===== src/rtl/writeback_queue.sv =====
// Writeback stage: result select, load extraction and an in-order retire queue
// with youngest-write forwarding. Optional perf counters under WB_PERF_EN.
module writeback_queue #(
  parameter int XLEN  = 64,
  parameter int AW    = 5,
  parameter int DEPTH = 2,
  localparam int CW   = $clog2(DEPTH + 1)
) (
  input  logic            clk,
  input  logic            reset,
  input  logic            in_valid,
  output logic            in_ready,
  input  logic [XLEN-1:0] in_pc,
  input  logic [AW-1:0]   in_dst,
  input  logic            in_wen,
  input  logic [1:0]      in_wsel,
  input  logic [XLEN-1:0] in_result,
  input  logic [XLEN-1:0] in_memdata,
  input  logic [1:0]      in_msize,
  input  logic            in_munsigned,
  input  logic [2:0]      in_addr_lo,
  output logic            commit_valid,
  input  logic            commit_ready,
  output logic [XLEN-1:0] commit_pc,
  output logic            rf_wen,
  output logic [AW-1:0]   rf_wa,
  output logic [XLEN-1:0] rf_wd,
  output logic            fwd_valid,
  output logic [AW-1:0]   fwd_addr,
  output logic [XLEN-1:0] fwd_data,
  output logic [CW-1:0]   count
`ifdef WB_PERF_EN
  ,
  output logic [63:0]     instret,
  output logic [63:0]     wb_stall
`endif
);

  localparam int PW = (DEPTH > 1) ? $clog2(DEPTH) : 1;
  localparam logic [CW-1:0] DEPTH_C = CW'(DEPTH);

  // Handshakes: a transfer happens on a rising edge where valid & ready are
  // both high; valid never depends on ready, in_ready may depend on commit_ready.
  logic            push;
  logic            pop;

  logic [XLEN-1:0] pc_q  [DEPTH];
  logic [AW-1:0]   dst_q [DEPTH];
  logic [XLEN-1:0] wd_q  [DEPTH];
  logic            wen_q [DEPTH];

  logic [CW-1:0]   count_q, count_d;
  logic [PW-1:0]   rd_ptr_q, rd_ptr_d;
  logic [PW-1:0]   wr_ptr_q, wr_ptr_d;

  logic [5:0]      shamt;
  logic [XLEN-1:0] lane;
  logic [XLEN-1:0] load_ext;
  logic [XLEN-1:0] wd_d;
  logic            wen_d;

  assign commit_valid = reset & (count_q != '0);
  assign pop          = commit_valid & commit_ready;
  assign in_ready     = reset & ((count_q < DEPTH_C) | pop);
  assign push         = in_valid & in_ready;

  // One shifter serves every load size; the case below only picks the width.
  always_comb begin
    shamt = 6'd0;
    case (in_msize)
      2'b00:   shamt = {in_addr_lo, 3'b000};
      2'b01:   shamt = {in_addr_lo[2:1], 4'b0000};
      2'b10:   shamt = {in_addr_lo[2], 5'b00000};
      default: shamt = 6'd0;
    endcase
    lane = in_memdata >> shamt;
    case (in_msize)
      2'b00:   load_ext = {{(XLEN-8){~in_munsigned & lane[7]}}, lane[7:0]};
      2'b01:   load_ext = {{(XLEN-16){~in_munsigned & lane[15]}}, lane[15:0]};
      2'b10:   load_ext = {{(XLEN-32){~in_munsigned & lane[31]}}, lane[31:0]};
      default: load_ext = lane;
    endcase
    case (in_wsel)
      2'b01:   wd_d = load_ext;
      2'b10:   wd_d = in_pc + XLEN'(4);
      default: wd_d = in_result;
    endcase
    wen_d = in_wen & (in_dst != '0);
  end

  always_ff @(posedge clk) begin
    if (push) begin
      pc_q[wr_ptr_q]  <= in_pc;
      dst_q[wr_ptr_q] <= in_dst;
      wd_q[wr_ptr_q]  <= wd_d;
      wen_q[wr_ptr_q] <= wen_d;
    end
  end

  always_comb begin
    rd_ptr_d = rd_ptr_q;
    wr_ptr_d = wr_ptr_q;
    count_d  = count_q;
    if (push) wr_ptr_d = (wr_ptr_q == PW'(DEPTH - 1)) ? '0 : wr_ptr_q + PW'(1);
    if (pop)  rd_ptr_d = (rd_ptr_q == PW'(DEPTH - 1)) ? '0 : rd_ptr_q + PW'(1);
    if (push && !pop)      count_d = count_q + CW'(1);
    else if (pop && !push) count_d = count_q - CW'(1);
  end

  always_ff @(posedge clk) begin
    if (!reset) begin
      count_q  <= '0;
      rd_ptr_q <= '0;
      wr_ptr_q <= '0;
    end else begin
      count_q  <= count_d;
      rd_ptr_q <= rd_ptr_d;
      wr_ptr_q <= wr_ptr_d;
    end
  end

  assign count     = count_q;
  assign commit_pc = pc_q[rd_ptr_q];
  assign rf_wa     = dst_q[rd_ptr_q];
  assign rf_wd     = wd_q[rd_ptr_q];
  assign rf_wen    = pop & wen_q[rd_ptr_q];

  // Walk oldest to youngest so a later match overrides an earlier one.
  logic [PW:0] idx;
  always_comb begin
    fwd_valid = 1'b0;
    fwd_addr  = '0;
    fwd_data  = '0;
    idx       = '0;
    for (int i = 0; i < DEPTH; i++) begin
      idx = {1'b0, rd_ptr_q} + (PW+1)'(i);
      if (idx >= (PW+1)'(DEPTH)) idx = idx - (PW+1)'(DEPTH);
      if ((CW'(i) < count_q) && wen_q[idx[PW-1:0]]) begin
        fwd_valid = 1'b1;
        fwd_addr  = dst_q[idx[PW-1:0]];
        fwd_data  = wd_q[idx[PW-1:0]];
      end
    end
  end

`ifdef WB_PERF_EN
  logic [63:0] instret_q, instret_d;
  logic [63:0] wb_stall_q, wb_stall_d;

  always_comb begin
    instret_d  = instret_q + {63'd0, pop};
    wb_stall_d = wb_stall_q + {63'd0, in_valid & ~in_ready};
  end

  always_ff @(posedge clk) begin
    if (!reset) begin
      instret_q  <= '0;
      wb_stall_q <= '0;
    end else begin
      instret_q  <= instret_d;
      wb_stall_q <= wb_stall_d;
    end
  end

  assign instret  = instret_q;
  assign wb_stall = wb_stall_q;
`endif

endmodule

===== config.mk =====
export PLATFORM = sky130hd
export DESIGN_NAME = writeback_queue
export DESIGN_NICKNAME = d
export VERILOG_FILES = /design/src/rtl/writeback_queue.sv
export SDC_FILE = /design/constraint.sdc
export NUM_CORES = 1
export LEC_CHECK = 0
export BUFFER_PORTS_ARGS = -buffer_cell sky130_fd_sc_hd__buf_4
export CORE_ASPECT_RATIO = 1.75
export CORE_MARGIN = 3
export CORE_UTILIZATION = 25
export CTS_CLUSTER_SIZE = 12
export DETAILED_ROUTE_END_ITERATION = 10
export PLACE_DENSITY = 0.5
export SYNTH_ARGS = -nofsm -noshare
export SYNTH_HDL_FRONTEND = slang
export SYNTH_SLANG_ARGS = --single-unit

===== constraint.sdc =====
create_clock -name clk -period 6.75 [get_ports clk]
set_input_delay 0.3375 -clock clk [delete_from_list [all_inputs] [get_ports clk]]
set_output_delay 0.3375 -clock clk [all_outputs]
set_load 0.05 [all_outputs]

# Word level (Yosys, flattened, before mapping)
# Memories as Yosys holds them, arrays and structs flattened. A register that Yosys moved wholly into a read port is not among the register bits.
# Index checks and enable logic that the tools add are counted.
[totals]
regBits = 4
ram_bits = 268
input_bits = 210
out_inout_bits = 208
word_cells = 71
memories = 4
[classes]
n_addsub = 8
n_lt_le_gt_ge = 5
eq_ne = 4
shifts = 1
muxes = 25
bitwise = 11
n_reduce_logical = 10
[memory_table]
columns = ["memory", "words", "word_bits", "rd", "rd_ports_with_merged_regs", "write_ports", "line_no", "text"]
rows = [
  ["pc_q", 2, 64, 1, 1, 1, "47", "logic [XLEN-1:0] pc_q [DEPTH];"],
  ["wd_q", 2, 64, 3, 1, 1, "49", "logic [XLEN-1:0] wd_q [DEPTH];"],
  ["dst_q", 2, 5, 3, 1, 1, "48", "logic [AW-1:0] dst_q [DEPTH];"],
  ["wen_q", 2, 1, 3, 1, 1, "50", "logic wen_q [DEPTH];"],
]
[ops]
columns = ["operator", "n"]
rows = [
  ["64-bit one-hot mux with 3 select lines", 1],
  ["64-bit two-way mux", 2],
  ["64-bit one-hot mux with 2 select lines", 1],
  ["64-bit by 3-bit adder with 64-bit output, second input constant", 1],
  ["64-bit by 6-bit >> shifter with 64-bit output", 1],
  ["6-bit one-hot mux with 3 select lines", 1],
  ["1-bit two-way mux", 16],
  ["5-bit two-way mux", 2],
  ["1-bit bitwise AND", 9],
  ["5-bit nonzero test", 1],
  ["2-bit by 1-bit equality test with 1-bit output, second input constant", 2],
  ["2-bit equality test, second input constant", 2],
  ["1-bit logical AND", 4],
  ["1-bit by 2-bit < comparator with 1-bit output, first input constant", 2],
  ["2-bit two-way mux", 2],
  ["2-bit nonzero test", 2],
  ["1-bit adder, second input constant", 2],
  ["1-bit by 1-bit adder with 2-bit output, second input constant", 1],
  ["2-bit by 1-bit adder with 2-bit output, second input constant", 1],
  ["1-bit by 2-bit >= comparator with 1-bit output, second input constant", 1],
  ["2-bit >= comparator, second input constant", 1],
  ["1-bit logical NOT", 2],
  ["2-bit logical NOT", 1],
  ["2-bit < comparator, second input constant", 1],
  ["other kinds (4)", 5],
]

# Logic depth before layout (Yosys ltp)
# Gate-level depths: netlist (run 1).
[logic_depth]
word_depth = 10
mapped_depth = 10

# Worst setup path after synthesis (run 1)
# No wires, ideal clock.
[synth_timing]
path_kind = "reg-to-reg"
from = "register count_q[1], in the netlist count[1]"
to = "memory dst_q[0][0] (enable)"
setup_time_ps = 631
arrival_ps = 8241
required_ps = 6119
slack_ps = -2122
path_stages_with_launch = 7
n_path_buf = 0
cell_sequence = "dfxtp_1 -> inv_1 -> ha_1 -> nand2b_1 -> a21boi_0 -> nand2_1 -> nor2_1"
[synth_between]
elab_chain_len = 8
word_cells_on_any_way = 9
cone_classes = "order compare (1); mux (2); bitwise (5); reduce/logical (1)"
[synth_lines]
columns = ["item", "line_no", "text"]
rows = [
  ["start: declaration", "52", "logic [CW-1:0] count_q, count_d;"],
  ["start signal: assignment", "116", "count_q <= count_d;"],
  ["2-bit nonzero test", "62", "assign commit_valid = reset & (count_q != '0);"],
  ["1-bit bitwise AND", "62", ""],
  ["1-bit bitwise AND", "63", "assign pop = commit_valid & commit_ready;"],
  ["1-bit bitwise OR (*)", "64", "assign in_ready = reset & ((count_q < DEPTH_C) | pop);"],
  ["1-bit bitwise AND (*)", "64", ""],
  ["named net in_ready", "12", "output logic in_ready,"],
  ["1-bit bitwise AND (*)", "65", "assign push = in_valid & in_ready;"],
  ["1-bit two-way mux (*)", "92", "if (push) begin"],
  ["1-bit two-way mux (not written as such) (*)", "94", "dst_q[wr_ptr_q] <= in_dst;"],
  ["end: declaration", "48", ""],
]
# The timed path passes the listed nets; every way through them passes the cells marked *.

# Final worst setup path (run 1)
[layout_timing]
from = "register rd_ptr_q"
to = "output fwd_data[54]"
[layout_between]
elab_chain_len = 6
word_cells_on_any_way = 13
cone_classes = "add/sub (3); order compare (2); mux (4); reduce/logical (2); memory (2)"
[layout_lines]
columns = ["item", "line_no", "text"]
rows = [
  ["start: declaration", "53", "logic [PW-1:0] rd_ptr_q, rd_ptr_d;"],
  ["start signal: assignment", "117", "rd_ptr_q <= rd_ptr_d;"],
  ["1-bit by 1-bit adder with 2-bit output, or another cell as far along", "136", "idx = {1'b0, rd_ptr_q} + (PW+1)'(i);"],
  ["2-bit >= comparator, or another cell as far along", "137", "if (idx >= (PW+1)'(DEPTH)) idx = idx - (PW+1)'(DEPTH);"],
  ["1-bit two-way mux / memory 2 x 1 bit (equally long branches)", "--", ""],
  ["memory 2 x 1 bit / 1-bit logical AND (equally long branches)", "--", ""],
  ["1-bit logical AND / 64-bit two-way mux (equally long branches)", "138", "if ((CW'(i) < count_q) && wen_q[idx[PW-1:0]]) begin"],
  ["64-bit two-way mux (*)", "138", ""],
  ["end: declaration", "30", "output logic [XLEN-1:0] fwd_data,"],
]
# Mark *: on every way between the ends. The rest lies on a longest branch, timed or not.

==> results.py, run 1 <==
metrics = {
    "yosys": {
        "synth_edf_count": 268,
        "synth-async-reset-ratio_pct": 0,
        "ys_types": 63,
        "synth-seq-cells": 273,
        "yosysSeqAreaShare_pct": 52.2,
        "syn_avg_cell_area_um2": 11.6,
        "ys.flop_type": "edfxtp_1",
        "synth_fp_nets": 1563,
        "yosysWarnings": 0,
        "syn_area_mm2": 0.0156,
        "synth_cells": 1347,
    },
    "cells_and_area": {
        "final_layout_size_suffix_gt1_share_pct": 39.3,
        "multi_input_area_mm2": 0.00699,
        "fin_util_pct": 34.3,
        "layout.nets": 1995,
        "area_growth_syn_to_layout_pct": 35.4,
        "design_area_mm2": 0.0211,
        "fin_cells": 2612,
        "seq_area_mm2": 0.00816,
        "nFillCells": 6232,
    },
    "setup_path": {
        "crit_top_cell": "buf_4",
        "path_cells": "mux2i_1 > or3_4 > buf_4 > nor2_1 > a31o_2 > buf_4",
        "worstPathArrival_ps": 3640,
        "slowest_delay_ps": 770,
        "critPathKind": "register to primary output",
        "crit_path_end_kind": "primary output",
        "reg2reg_depth": 7,
        "worst_setup_path_start_kind": "register",
        "cp_max_fo": 86,
        "critical_path_required_ps": 6410,
        "slowest_stage": "buf_4",
    },
    "clocking": {
        "clockBufferDepth": 3,
        "worstSkewPairLatency_ps": 590,
        "ctsRootBufferMaster": "clkbuf_16",
        "postCtsSetupRepairBufs": 0,
        "tritoncts": "built",
        "cts_made_buffers": 30,
        "cts_sinks": 273,
        "h-tree-depth": 1,
        "cts.reportedPaths.clkPinSlew_ps": 60,
    },
    "route": {
        "routed_via_density": 5.08,
        "first_iter_violations": 902,
        "wl_per_cell_um": 26.6,
        "dr.pass1.iters": 5,
        "drc_errors": 0,
        "ant_nets": 0,
        "via_count": 13276,
        "wirelength_mm": 69.4,
    },
    "sta": {
        "slew_viol_final": 0,
        "finalCritPeriodShare_pct": 58.9,
        "max_freq_ghz": 0.251,
        "hold_violations": 0,
        "relSlewSlack_pct": 28.6,
        "worst_pin_slew_ps": 1070,
        "fin_skew_ps": 23.1,
        "fin_ws_ps": 2770,
        "rsz0062_at_grt": "no",
        "fin_crit_ps": 3980,
        "setup_viol": 0,
    },
    "grt": {
        "grt_usage_pct": 20.0,
        "use_met3_pct": 5.04,
        "grt_pass1_wl_mm": 96.7,
        "gr-total-overflow": 0,
        "grt_max_degree": 87,
        "grt_pass1_vias": 13450,
        "antenna_found_initial": 23,
        "grt.busiest_layer": "met2",
        "met1_usage_pct": 23.9,
        "use_met2_pct": 34.9,
    },
    "place": {
        "pre_cts_ws_ps": 3010,
        "port_buffers": 417,
        "dpl.cell_count": 2472,
        "place_area_mm2": 0.0195,
        "hpwl_mm": 53.6,
        "gp_congestion": 0.899,
    },
    "die": {
        "start_util_pct": 25.4,
        "coreArea_mm2": 0.0616,
        "fp.dieW_um": 195,
        "die_h_um": 337,
        "dieArea_mm2": 0.0656,
        "num_rows": 120,
        "num_io_pins": 418,
    },
    "pwr": {
        "p_leak_uw": 0.00781,
        "powerDensity_mw_per_mm2": 264,
        "max-vdd-ir-drop_v": 0.000214,
    },
    "flow_run": {
        "cap_violations": 0,
    },
    "hold_path": {
        "hold_depth": 1,
        "hp-class": "input port to register",
    },
    "run_status": {
        "status": "finished clean",
    },
}
==> area by class of cell <==
class / count / share of cell area (%)
timing repair buffer: 502 / 18.6
multi-input combinational: 945 / 33.1
sequential: 273 / 38.6
tap: 793 / 4.70
clock inverter: 11 / 0.320
clock buffer: 42 / 3.96
inverter: 27 / 0.480
antenna: 19 / 0.225
==> cells in the mapped netlist (8+ instances only) <==
master | number | share of area [%]
a21oi_1 | 33 | 1.1
a221oi_1 | 12 | 0.67
a22oi_1 | 12 | 0.58
a2bb2oi_1 | 12 | 0.67
a31o_2 | 71 | 4.0
a31oi_1 | 9 | 0.36
and2_1 | 10 | 0.40
and3_1 | 12 | 0.48
and4_1 | 9 | 0.50
buf_1 | 8 | 0.19
buf_2 | 14 | 0.45
clkbuf_1 | 77 | 1.9
edfxtp_1 | 268 | 52
inv_1 | 27 | 0.65
mux2_2 | 136 | 9.8
mux2i_1 | 86 | 5.5
mux4_2 | 9 | 1.3
nand2_1 | 128 | 3.1
nand3_1 | 32 | 1.0
nand4_1 | 30 | 1.2
nor2_1 | 103 | 2.5
nor3_1 | 20 | 0.64
nor4_1 | 23 | 0.92
o211ai_1 | 20 | 0.96
o21ai_0 | 42 | 1.3
o31a_1 | 10 | 0.56
xnor2_1 | 32 | 1.8
xor2_1 | 17 | 0.95
==> metrics by stage <==
stage / hold slack [ps] / power, uW / setup TNS, ps
finish: 32.0 / 5580 / 0
global route: 31.9 / 5780 / 0
CTS: 5.37 / 5630 / 0
detailed placement: 536 / 4040 / 0
global placement: 536 / 4040 / 0
floorplan: 436 / 3360 / -566680
==> state kept, by name, indices dropped and copies added, names as in the netlist, named ones only <==
signal / count
rd_ptr_q: 1
wd_q: 128
dst_q: 10
pc_q: 128
wr_ptr_q: 1
count: 2
wen_q: 2
==> timing repair <==
item / in CTS / in global routing
hold buffers: 68 / 0
resized for setup: 0 / 0
endpoints found under the hold margin: 139 / 0
==> worst max-delay path: cells and delay by family, from the launching register on <==
kind / cells / cell delay, ps
DFF: 1 / 710
buffers and inverters: 2 / 960
AOI/OAI and AO/OA: 1 / 260
muxes: 1 / 290
and+or+nand+nor: 2 / 680
==> logic make-up after synthesis <==
kind of cell / synth area share, %
simple gates: 12.0
flops: 52.2
compound gates: 12.6
mux: 16.6
buf+inv: 3.31
xor+xnor: 2.75
fa+ha+maj: 0.481
==> power by group <==
group | leakage [uW] | switching [uW] | total, uW | internal [uW]
Clock | 0.000436 | 685 | 1540 | 859
Combinational | 0.00486 | 1330 | 1990 | 662
Sequential | 0.00251 | 52.8 | 2040 | 1990
==> layout by cell type (no fill, tap or decap), types with 17 or more instances in the layout <==
cell type,n
buf_4,434
edfxtp_1,268
mux2_2,136
nand2_1,128
nor2_1,99
mux2i_1,86
a31o_2,71
dlygate4sd3_1,68
o21ai_0,42
a21oi_1,33
xnor2_1,32
nand3_1,32
clkbuf_16,31
nand4_1,30
inv_1,27
nor4_1,23
nor3_1,20
o211ai_1,20
diode_2,19
xor2_1,17
==> path summary, 6_finish.rpt <==
check                                from            to  slack (ps)
worst min-delay path            in_pc[42]   pc_q[0][42]          30
worst max register to register   count[1]   pc_q[0][52]        3350
worst min register to register   count[0]      count[0]         630
worst max-delay path             rd_ptr_q  fwd_data[54]        2770
==> per-layer routing <==
layer,vias up,wire [um],share of wire [%]
met4,8,2110,3.0
met2,536,34400,50
met3,82,5240,7.6
met1,6579,27600,40
met5,-,55,0.079
li1,6071,-,-
(Power assumes the default switching activity.)
==> run 2: changes to the inputs <==
--- a/config.mk
+++ b/config.mk
@@ -11,7 +11,7 @@
 export CORE_UTILIZATION = 25
 export CTS_CLUSTER_SIZE = 12
 export DETAILED_ROUTE_END_ITERATION = 10
-export PLACE_DENSITY = 0.5
+export PLACE_DENSITY = 0.49
 export SYNTH_ARGS = -nofsm -noshare
 export SYNTH_HDL_FRONTEND = slang
 export SYNTH_SLANG_ARGS = --single-unit
==> constraint.sdc (replaced) <==
create_clock -name clk -period 3.8 [get_ports clk]
set_input_delay 0.19 -clock clk [delete_from_list [all_inputs] [get_ports clk]]
set_output_delay 0.19 -clock clk [all_outputs]
set_load 0.05 [all_outputs]
==> results.py, run 2 (synthesized netlist as in run 1, its figures left out) <==
metrics = {
    "clocking": {
        "ctsRootBufferMaster": "clkbuf_16",
        "h-tree-depth": 1,
        "tritoncts": "built",
        "worstSkewPairLatency_ps": 580,
        "clockBufferDepth": 3,
        "cts_sinks": 273,
        "cts_made_buffers": 29,
        "cts-resized-gates": 0,
        "cts.reportedPaths.clkPinSlew_ps": 60,
    },
    "grt": {
        "antenna_found_initial": 16,
        "grt_usage_pct": 20.1,
        "gr-total-overflow": 0,
        "grt_pass1_wl_mm": 97.2,
        "grt_pass1_vias": 13590,
        "grt_max_degree": 134,
    },
    "place": {
        "pre_cts_ws_ps": 829,
        "gp_congestion": 0.922,
        "hpwl_mm": 54.0,
        "port_buffers": 417,
    },
    "pwr": {
        "powerDensity_mw_per_mm2": 455,
        "switchingPower_uw": 3660,
        "seqPwrFrac_pct": 36.6,
        "p_leak_uw": 0.00807,
        "clkPwrFrac_pct": 26.5,
        "combPwrFrac_pct": 36.9,
        "intPower_uw": 6220,
        "switching_share_pct": 37.0,
        "max-vdd-ir-drop_v": 0.000430,
    },
    "setup_path": {
        "crit_path_end_kind": "primary output",
        "worstPathArrival_ps": 2840,
        "startpoint": "count[1]",
        "slowest_delay_ps": 560,
        "slowest_stage": "nor2_4",
        "crit_top_cell": "buf_4",
        "worst_setup_path_start_kind": "register",
        "r2r_start": "count[1]",
        "crit_cells": 6,
        "critical_path_buf_inv_count": 3,
        "path_cells": "inv_4 > ha_4 > nor2_4 > buf_4 > a31o_2 > buf_4",
        "reg2reg_depth": 7,
        "cp_max_fo": 45,
        "critical_path_required_ps": 3610,
        "cp_top_family": "buffers and inverters",
        "critPathKind": "register to primary output",
    },
    "route": {
        "wirelength_mm": 69.6,
        "via_count": 13504,
        "wl_per_cell_um": 26.2,
        "routed_via_density": 5.08,
        "drc_errors": 0,
        "ant_nets": 0,
        "dr.pass1.iters": 7,
        "first_iter_violations": 861,
    },
    "sta": {
        "whs_ps": 46.3,
        "rsz0062_at_grt": "no",
        "slew_viol_final": 0,
        "fin_ws_ps": 769,
        "relSlewSlack_pct": 19.6,
        "finalCritPeriodShare_pct": 79.8,
        "setup_viol": 0,
        "max_freq_ghz": 0.330,
        "worst_pin_slew_ps": 1200,
        "fin_crit_ps": 3030,
        "finalSetupTns_ps": 0,
        "fin_skew_ps": 13.6,
        "hold_violations": 0,
    },
    "flow_run": {
        "cap_violations": 0,
    },
    "hold_path": {
        "min_from": "in_result[23]",
        "hp-class": "input port to register",
        "hold_depth": 3,
    },
    "cells_and_area": {
        "area_growth_syn_to_layout_pct": 39.0,
        "nFillCells": 6176,
        "mostFrequentLayoutCells": "buf_4, edfxtp_1, mux2_2",
        "final_layout_size_suffix_gt1_share_pct": 39.3,
        "final_common_cell": "buf_4",
        "layout.nets": 2053,
        "multi_input_area_mm2": 0.00702,
        "fin_util_pct": 35.3,
        "reg_top3": "pc_q (128), wd_q (128), dst_q (10)",
        "seq_area_mm2": 0.00816,
    },
    "die": {
        "fp.dieW_um": 195,
        "num_rows": 120,
        "num_io_pins": 418,
        "start_util_pct": 25.4,
        "die_h_um": 337,
        "dieArea_mm2": 0.0656,
        "coreArea_mm2": 0.0616,
    },
    "run_status": {
        "status": "finished clean",
    },
}
-- run 2: cell types whose count changed in the layout (fill, tap and decap cells not counted), moves of 4 or more --
cell and delta:
dlygate4sd3_1 +43, clkbuf_1 -4, buf_4 +10, buf_12 +6
diode_2 -5
-- run 2: power groups by stage --
stage	combinational, uW	clock, uW	sequential [uW]
2_1_floorplan	2310	0	3670
3_3_place_gp	3560	0	3670
3_5_place_dp	3570	0	3680
4_1_cts	3680	2710	3610
5_1_grt	3810	2820	3630
6_report	3650	2620	3610
-- run 2: final cells by class --
class                           count  area share [%]
Tap cell                          793            4.57
Antenna cell                       14           0.161
Clock buffer                       34            3.43
Multi-Input combinational cell    945            32.4
Sequential cell                   273            37.6
Clock inverter                      9           0.357
Timing Repair Buffer              561            21.0
Inverter                           27           0.478
-- run 2: stage by stage --
stage,cells,power (uW),cell area (um2)
floorplan,1347,5970,15700
global placement,2488,7230,19700
detailed placement,2488,7240,19700
CTS,2642,10000,21700
global route,2652,10300,21700
finish,2656,9880,21700
-- run 2: final timing paths --
kind                       end  slack, ps
setup / recovery  fwd_data[36]        770
hold / removal     wd_q[1][23]         50
setup reg to reg   pc_q[0][37]       1630
hold reg to reg       count[0]        600
-- run 2: tightest hold or removal path, cell delays in order --
cell	delay, ps
buf_4	80
nand2_1	40
nand3_1	160
-- run 2: per-layer routing --
metal / global-route usage (%) / vias up / part of all wire, %
met5: 0 / - / 0.062
met4: 8.38 / 6 / 3.9
met3: 3.48 / 102 / 5.9
met2: 34.6 / 556 / 49
met1: 24.9 / 6663 / 41
li1: - / 6177 / -
-- run 2: repair_timing --
action                                  in CTS  in global routing
hold buffers                               111                  0
setup buffers                                0                  0
endpoints found under the setup margin       0                  0
hold endpoints to repair                   224                  0
==> run 3: changes to the inputs <==
==> constraint.sdc (replaced) <==
create_clock -name clk -period 3.1 [get_ports clk]
set_input_delay 0.155 -clock clk [delete_from_list [all_inputs] [get_ports clk]]
set_output_delay 0.155 -clock clk [all_outputs]
set_load 0.05 [all_outputs]
==> results.py, run 3 (synthesized netlist as in run 1, its figures left out) <==
metrics = {
    "die": {
        "dieArea_mm2": 0.0656,
        "start_util_pct": 25.4,
        "die_h_um": 337,
        "num_rows": 120,
        "coreArea_mm2": 0.0616,
        "num_io_pins": 418,
        "fp.dieW_um": 195,
    },
    "route": {
        "wirelength_mm": 71.4,
        "drc_errors": 0,
        "via_count": 13733,
        "ant_nets": 0,
        "wl_per_cell_um": 26.7,
        "first_iter_violations": 907,
        "routed_via_density": 5.13,
        "dr.pass1.iters": 5,
    },
    "sta": {
        "setup_viol": 0,
        "whs_ps": 29.9,
        "worst_pin_slew_ps": 1110,
        "finalCritPeriodShare_pct": 95.7,
        "fin_crit_ps": 2970,
        "hold_violations": 0,
        "finalSetupTns_ps": 0,
        "max_freq_ghz": 0.337,
        "rsz0062_at_grt": "no",
        "fin_skew_ps": 9.03,
        "fin_ws_ps": 134,
        "slew_viol_final": 0,
        "relSlewSlack_pct": 26.2,
    },
    "cells_and_area": {
        "reg_top3": "pc_q (128), wd_q (128), dst_q (10)",
        "fin_util_pct": 35.7,
        "final_layout_size_suffix_gt1_share_pct": 39.7,
        "area_growth_syn_to_layout_pct": 40.8,
        "nFillCells": 6206,
        "final_common_cell": "buf_4",
        "mostFrequentLayoutCells": "buf_4, edfxtp_1, mux2_2",
        "layout.nets": 2079,
    },
    "place": {
        "port_buffers": 417,
        "hpwl_mm": 53.9,
        "gp_congestion": 0.879,
        "pre_cts_ws_ps": 223,
    },
    "grt": {
        "antenna_found_initial": 9,
        "grt.busiest_layer": "met2",
        "use_met2_pct": 36.4,
        "met1_usage_pct": 24.5,
        "grt_max_degree": 134,
        "grt_pass1_wl_mm": 98.7,
        "grt_usage_pct": 20.3,
        "grt_pass1_vias": 14029,
        "gr-total-overflow": 0,
        "use_met3_pct": 3.76,
    },
    "setup_path": {
        "rrSetupSlack_ps": 950,
        "critPathKind": "register to primary output",
        "cp_top_family": "simple AND/OR/NAND/NOR gates",
        "critical_path_required_ps": 2940,
        "slowest_stage": "or3_4",
        "critical_path_buf_inv_count": 2,
        "worstPathArrival_ps": 2810,
        "cp_max_fo": 46,
        "crit_path_end_kind": "primary output",
        "worst_setup_path_start_kind": "register",
        "path_cells": "mux2i_1 > or3_4 > buf_12 > nor2_1 > a31o_2 > buf_4",
        "slowest_delay_ps": 670,
    },
    "pwr": {
        "max-vdd-ir-drop_v": 0.000507,
        "p_total_uw": 12300,
        "p_leak_uw": 0.00821,
        "powerDensity_mw_per_mm2": 562,
    },
    "clocking": {
        "cts.reportedPaths.clkPinSlew_ps": 60,
        "worstSkewPairLatency_ps": 570,
        "postCtsSetupRepairBufs": 0,
        "ctsRootBufferMaster": "clkbuf_16",
        "clockBufferDepth": 3,
        "tritoncts": "built",
        "cts_sinks": 273,
        "cts_made_buffers": 29,
        "h-tree-depth": 1,
    },
    "hold_path": {
        "hp-class": "input port to register",
    },
    "flow_run": {
        "cap_violations": 0,
    },
    "run_status": {
        "status": "finished clean",
    },
}
## run 3: cell types whose count changed in the layout (fill, tap and decap cells not counted)
cell           before  now
buf_12              6    8
buf_4             444  459
bufinv_16           1    3
clkbuf_1            5    4
clkinv_1            1    5
clkinv_2            4    1
clkinv_4            1    0
diode_2            14    7
dlygate4sd3_1     111  118
nor2_2              1    2
or3_4               1    2
## run 3: area by class of cell
class / instances / area [um2] / area share, %
Inverter: 27 / 104 / 0.473
Clock inverter: 11 / 129 / 0.586
Multi-Input combinational cell: 947 / 7040 / 32.0
Tap cell: 793 / 992 / 4.52
Sequential cell: 273 / 8160 / 37.1
Clock buffer: 33 / 741 / 3.37
Antenna cell: 7 / 17.5 / 0.0797
Timing Repair Buffer: 585 / 4790 / 21.8
## run 3: timing repair
item | 4_1_cts | 5_1_grt
hold buffers | 118 | 0
endpoints found under the hold margin | 237 | 0
setup endpoints to repair | 0 | 33
gates resized for setup | 0 | 1
## run 3: worst register-to-register path, cell delays in order (launching register included)
cell and delay, ps:
dfxtp_4 390, inv_4 60, ha_4 190, nand2b_4 150
a21boi_4 140, nand2_2 130, nor2_4 190, buf_12 360
## run 3: report_power, final
part | internal (uW) | switching (uW)
clock | 1930 | 1420
combinational | 1560 | 3030
sequential | 4330 | 79.8
total | 7820 | 4530
## run 3: routing by layer
metal	routed length, um	part of all wire (%)
met1	28300	40
met2	36200	51
met3	4610	6.5
met4	2310	3.2
met5	27	0.038
## run 3: through the flow
step                instance area, um2  cells
finish                           22000   2676
global route                     22000   2673
floorplan                        15700   1347
detailed placement               19900   2505
CTS                              21900   2667
global placement                 19900   2505
## run 3: path summary, 6_finish.rpt
path / start / endpoint / depth (start not counted)
min reg2reg: count[0] / count[0] / 2
max: wen_q[0] / fwd_data[51] / 6
min: in_result[29] / wd_q[0][29] / 3
max reg2reg: count[1] / pc_q[0][43] / 7
